**src/rtl/n1_ips_agu_ctrl.sv**
```systemverilog
// Intermediate parameter stack controller: sequences push, pull and clear requests onto the DSP AGU and a synchronous stack RAM.
// Optional: define N1_IPS_BOUNDS_CHECK_EN to reject push-when-full / pull-when-empty instead of wrapping SP.
module n1_ips_agu_ctrl #(
   parameter int SP_WIDTH = 12
) (
   input  logic                clk_i,
   input  logic                async_rst_i,
   input  logic                sync_rst_i,
   input  logic                us_ips_psh_i,
   input  logic                us_ips_pul_i,
   input  logic                us_ips_rst_i,
   input  logic [15:0]         us_ips_psh_data_i,
   output logic                us_ips_ack_o,
   output logic [15:0]         us_ips_pul_data_o,
   output logic                us_ips_empty_o,
   output logic                us_ips_full_o,
   output logic                us_ips_err_o,
   output logic                ips_dsp_psh_o,
   output logic                ips_dsp_pul_o,
   output logic                ips_dsp_rst_o,
   input  logic [SP_WIDTH-1:0] ips_dsp_sp_i,
   output logic [SP_WIDTH-1:0] ips_ram_adr_o,
   output logic [15:0]         ips_ram_wdata_o,
   output logic                ips_ram_we_o,
   output logic                ips_ram_re_o,
   input  logic [15:0]         ips_ram_rdata_i
);

   typedef enum logic [1:0] {IDLE, READ, CLEAR} state_t;

   state_t      state_q, state_d;
   logic        err_q, err_d;
   logic [15:0] pul_data_q, pul_data_d;
   logic        psh_blk, pul_blk;

   assign us_ips_empty_o = (ips_dsp_sp_i == '0);
   assign us_ips_full_o  = (ips_dsp_sp_i == SP_WIDTH'(1));

`ifdef N1_IPS_BOUNDS_CHECK_EN
   assign psh_blk = us_ips_full_o;
   assign pul_blk = us_ips_empty_o;
`else
   assign psh_blk = 1'b0;
   assign pul_blk = 1'b0;
`endif

   always_comb begin
      state_d         = state_q;
      err_d           = err_q;
      pul_data_d      = pul_data_q;
      us_ips_ack_o    = 1'b0;
      ips_dsp_psh_o   = 1'b0;
      ips_dsp_pul_o   = 1'b0;
      ips_dsp_rst_o   = 1'b0;
      ips_ram_adr_o   = '0;
      ips_ram_wdata_o = '0;
      ips_ram_we_o    = 1'b0;
      ips_ram_re_o    = 1'b0;
      // Either reset silences every strobe so no RAM/AGU side effect races the reset.
      if (async_rst_i || sync_rst_i) begin
         state_d    = IDLE;
         err_d      = 1'b0;
         pul_data_d = '0;
      end else begin
         case (state_q)
            IDLE: begin
               if (us_ips_rst_i) begin
                  state_d = CLEAR;
               end else if (us_ips_psh_i && us_ips_pul_i) begin
                  us_ips_ack_o = 1'b1;
                  err_d        = 1'b1;
               end else if (us_ips_psh_i) begin
                  us_ips_ack_o = 1'b1;
                  if (psh_blk) begin
                     err_d = 1'b1;
                  end else begin
                     ips_ram_we_o    = 1'b1;
                     ips_ram_adr_o   = ips_dsp_sp_i - SP_WIDTH'(1);
                     ips_ram_wdata_o = us_ips_psh_data_i;
                     ips_dsp_psh_o   = 1'b1;
                  end
               end else if (us_ips_pul_i) begin
                  if (pul_blk) begin
                     us_ips_ack_o = 1'b1;
                     err_d        = 1'b1;
                     pul_data_d   = '0;
                  end else begin
                     ips_ram_re_o  = 1'b1;
                     ips_ram_adr_o = ips_dsp_sp_i;
                     ips_dsp_pul_o = 1'b1;
                     state_d       = READ;
                  end
               end
            end
            READ: begin
               us_ips_ack_o = 1'b1;
               pul_data_d   = ips_ram_rdata_i;
               state_d      = IDLE;
            end
            CLEAR: begin
               ips_dsp_rst_o = 1'b1;
               us_ips_ack_o  = 1'b1;
               err_d         = 1'b0;
               state_d       = IDLE;
            end
            default: state_d = IDLE;
         endcase
      end
   end

   // Pulled data is presented in the ack cycle itself and held afterwards.
   assign us_ips_pul_data_o = pul_data_d;
   assign us_ips_err_o      = err_q;

   always_ff @(posedge clk_i or posedge async_rst_i) begin
      if (async_rst_i) begin
         state_q    <= IDLE;
         err_q      <= 1'b0;
         pul_data_q <= '0;
      end else begin
         state_q    <= state_d;
         err_q      <= err_d;
         pul_data_q <= pul_data_d;
      end
   end

endmodule

```
**config.mk**
```make
export PLATFORM = sky130hd
export DESIGN_NAME = n1_ips_agu_ctrl
export DESIGN_NICKNAME = d
export VERILOG_FILES = /design/src/rtl/n1_ips_agu_ctrl.sv
export SDC_FILE = /design/constraint.sdc
export NUM_CORES = 1
export LEC_CHECK = 0
export ABC_CLOCK_PERIOD_IN_PS = 4910
export CAP_MARGIN = 20
export CORE_ASPECT_RATIO = 1.5
export CORE_MARGIN = 3
export CORE_UTILIZATION = 28
export DETAILED_ROUTE_END_ITERATION = 10
export PLACE_DENSITY_LB_ADDON = 0.08
export REMOVE_ABC_BUFFERS = 1
export SLEW_MARGIN = 40
export SYNTH_ARGS = -nofsm -noshare
export SYNTH_HDL_FRONTEND = slang
export SYNTH_SLANG_ARGS = --single-unit
```
**constraint.sdc**
```tcl
create_clock -name clk_i -period 4.91 [get_ports clk_i]
set_input_delay 0.982 -clock clk_i [delete_from_list [all_inputs] [get_ports clk_i]]
set_output_delay 0.982 -clock clk_i [all_outputs]
set_load 0.02 [all_outputs]
```
==> run summary <==
endpoints failing setup - 0
die height - 93.3 um
Synth top area share - 33.5%
Reg area - 475 um^2
FMAX - 219 MHz
RSZ-0062 raised after global routing - no
NumNets Final - 316
Synth Area in Compound Gates - 6.95%
die area - 5980 um^2
sequential share of power - 43.5%
Vias - 1457
power density over the cells - 145 nW/um^2
first-pass GRT wire length - 6570 um
outcome - finished clean
critical path cell sequence - clkdlybuf4s50_1 > inv_1 > ha_1 > or4b_1 > or4_1 > a21oi_1 > clkdlybuf4s50_1
critical path class - primary input to output pin
Site Rows - 31
slew margin rel. - 53.3%
top cell types by occurrence after synthesis - nor2_1 (27), dfrtp_1 (19), mux2i_1 (19)
XOR/XNOR Fraction of Synth Area - 2.46%
RR Startpoint - state_q[1]
DP Area - 2470 um^2
CP required - 3.93 ns
core footprint - 4850 um^2
multi-input logic area - 856 um^2
average footprint of a synthesized cell - 8.72 um^2
top cells by area, synth - dfrtp_1 (33%), mux2i_1 (13%), and2_1 (7.9%), nor2_1 (7.1%), ha_1 (6.2%)
Leakage - 0.000943 uW
Antenna Cells - 0
filler cell count - 481
IR drop worst, VDD - 0.161 mV
multiplexer share of the synthesized area - 13.4%
distinct cell type count after synthesis - 32
sequential area share after synthesis - 33.5%
Reg clk slew, reported paths - 0.07 ns
Tcrit/Tclk final - 93.1%
Internal Power - 270 uW
Critical Path AT - 3.59 ns
post-CTS sizing - 0
Yosys reg bits - 19
DRC viols - 0
Max stage delay on crit path - 0.62 ns
initial antenna violation count - 0
Switching Fraction - 26.0%
share of layout cells above drive strength 1 - 4.26%
Post-synth EDFFs - 0
clock power share - 30.2%
first drt pass iteration count - 4
gpl congestion - 0.728
maximum fanout along the worst path - 7
CTS tree - done
final instance area - 2520 um^2
CTS Buf Count - 3
Remaining Overflow, GRT - 0
vias per inst - 4.50
Hold WC Path Type - register to register
Post-Synth Simple-Gate Area - 31.1%
crit path capture type - output pin
minimum clock period - 4.57 ns
CP dominant cell by count - clkdlybuf4s50_1
Net Switching - 95.1 uW
post-CTS setup buffers - 0
combinational share of power - 26.3%
largest family of logic cells by synthesized area - simple AND/OR/NAND/NOR gates
worst hold margin - 0.539 ns
Initial Utilization - 29.3%
cells after synthesis - 163
CTS root buf - clkbuf_8
cell with the most instances after synthesis - nor2_1
Clock Path Buffers - 2
CP Launch Type - primary input
hpwl dp - 3370 um
Post-Synthesis Cell Area - 1420 um^2
Final Slew Violations - 0
clock sink total - 19
# H-tree levels - 1
IO Pins - 103
Slew @ Worst Pin - 0.697 ns
port bufs - 102
die width - 64.2 um
DR WL/cell - 12.8 um
DP Worst Slack - 0.343 ns
drt total wl - 4150 um
MaxCap Viol Count - 0
Initial DRC Count - 64
hold_sp - pul_data_q[6]
Yosys top cell by area - dfrtp_1
GRT Util Overall - 13.6%
Clock Skews - 0.00147 ns
final hold vios - 0
largest net degree at the start of global routing - 20
Adder-Cell Fraction of Synth Area - 6.16%
Post-synth ARST share - 100%
setup_tns - 0 ns
# hold bufs at CTS - 0
ys flop type - dfrtp_1
final setup margin - 0.340 ns
Crit-path slowest cell - clkdlybuf4s50_1
synth warn - 0
Critical Path Source - ips_dsp_sp_i[0]
worst-skew pair later-pin latency - 0.26 ns
Area Growth Syn to Fin - 77.2%
vias in the first global route - 1340
Post-DRT Antenna Nets - 0
## routing by layer
metal,share of wire [%],global-route usage [%],up-vias
met1,40,15.7,639
met2,49,24.3,69
met5,0,0,-
met3,9.7,3.49,4
li1,-,-,745
met4,0.75,3.70,0
## critical path, delay by kind of cell
kind                       cells  cell delay (ns)
and+or+nand+nor                2             1.06
adders and majority gates      1             0.16
AOI/OAI and AO/OA              1             0.15
buffers and inverters          3             1.23
## worst paths after layout
kind | cells after the start | slack, ns | to
hold reg to reg | 2 | 0.54 | pul_data_q[6]
min in group asynchronous | 2 | 1.15 | state_q[0]
max in group asynchronous | 2 | 3.42 | pul_data_q[7]
setup reg to reg | 4 | 3.42 | pul_data_q[0]
hold / removal | 2 | 0.54 | pul_data_q[6]
setup / recovery | 7 | 0.34 | ips_ram_adr_o[10]
## cell usage in the layout (no fill, tap or decap), types with 2 or more instances in the layout
cell type / instances
or3_1: 4
inv_1: 7
nor2_1: 27
and2_1: 18
dfrtp_1: 19
clkdlybuf4s50_1: 102
ha_1: 6
clkbuf_8: 3
a21oi_1: 8
nand2_1: 3
xnor2_1: 2
nand3_1: 3
o31ai_1: 4
nor4_1: 3
xor2_1: 2
or4_1: 6
nand3b_1: 4
or2_2: 3
mux2i_1: 19
## flip-flops by register name, indices dropped and copies added (netlist names)
signal	cells
pul_data_q	16
state_q	2
us_ips_err_o	1
## per-stage QoR
stage	utilization (%)	total power, uW	cells
after global placement	50.9	258	320
after detailed placement	51.0	259	320
final	51.9	365	324
after floorplan	-	197	151
after global routing	51.9	383	324
after CTS	51.9	370	324
## layout make-up
class                      instances  share of cell area, %
inverter                           8                   1.19
sequential                        19                   18.9
clock buffer                       3                   1.64
tap                               66                   3.28
multi-input combinational        124                   34.0
clock inverter                     1                  0.199
timing repair buffer             103                   40.8
## power by group through the flow
stage	registers [uW]	clock network (uW)	logic, uW
global route	159	120	105
CTS	159	114	97.4
global placement	162	0	96.5
floorplan	162	0	34.8
finish	159	110	96.0
detailed placement	162	0	96.9
## kinds of logic after synthesis
| group | count (synthesis) |
|---|---|
| adders and majority gates | 7 |
| buffers and inverters | 20 |
| AOI/OAI and AO/OA | 16 |
| DFF | 19 |
| and+or+nand+nor | 78 |
| xor gates and xnor gates | 4 |
| muxes | 19 |
(Power assumes the default switching activity.)
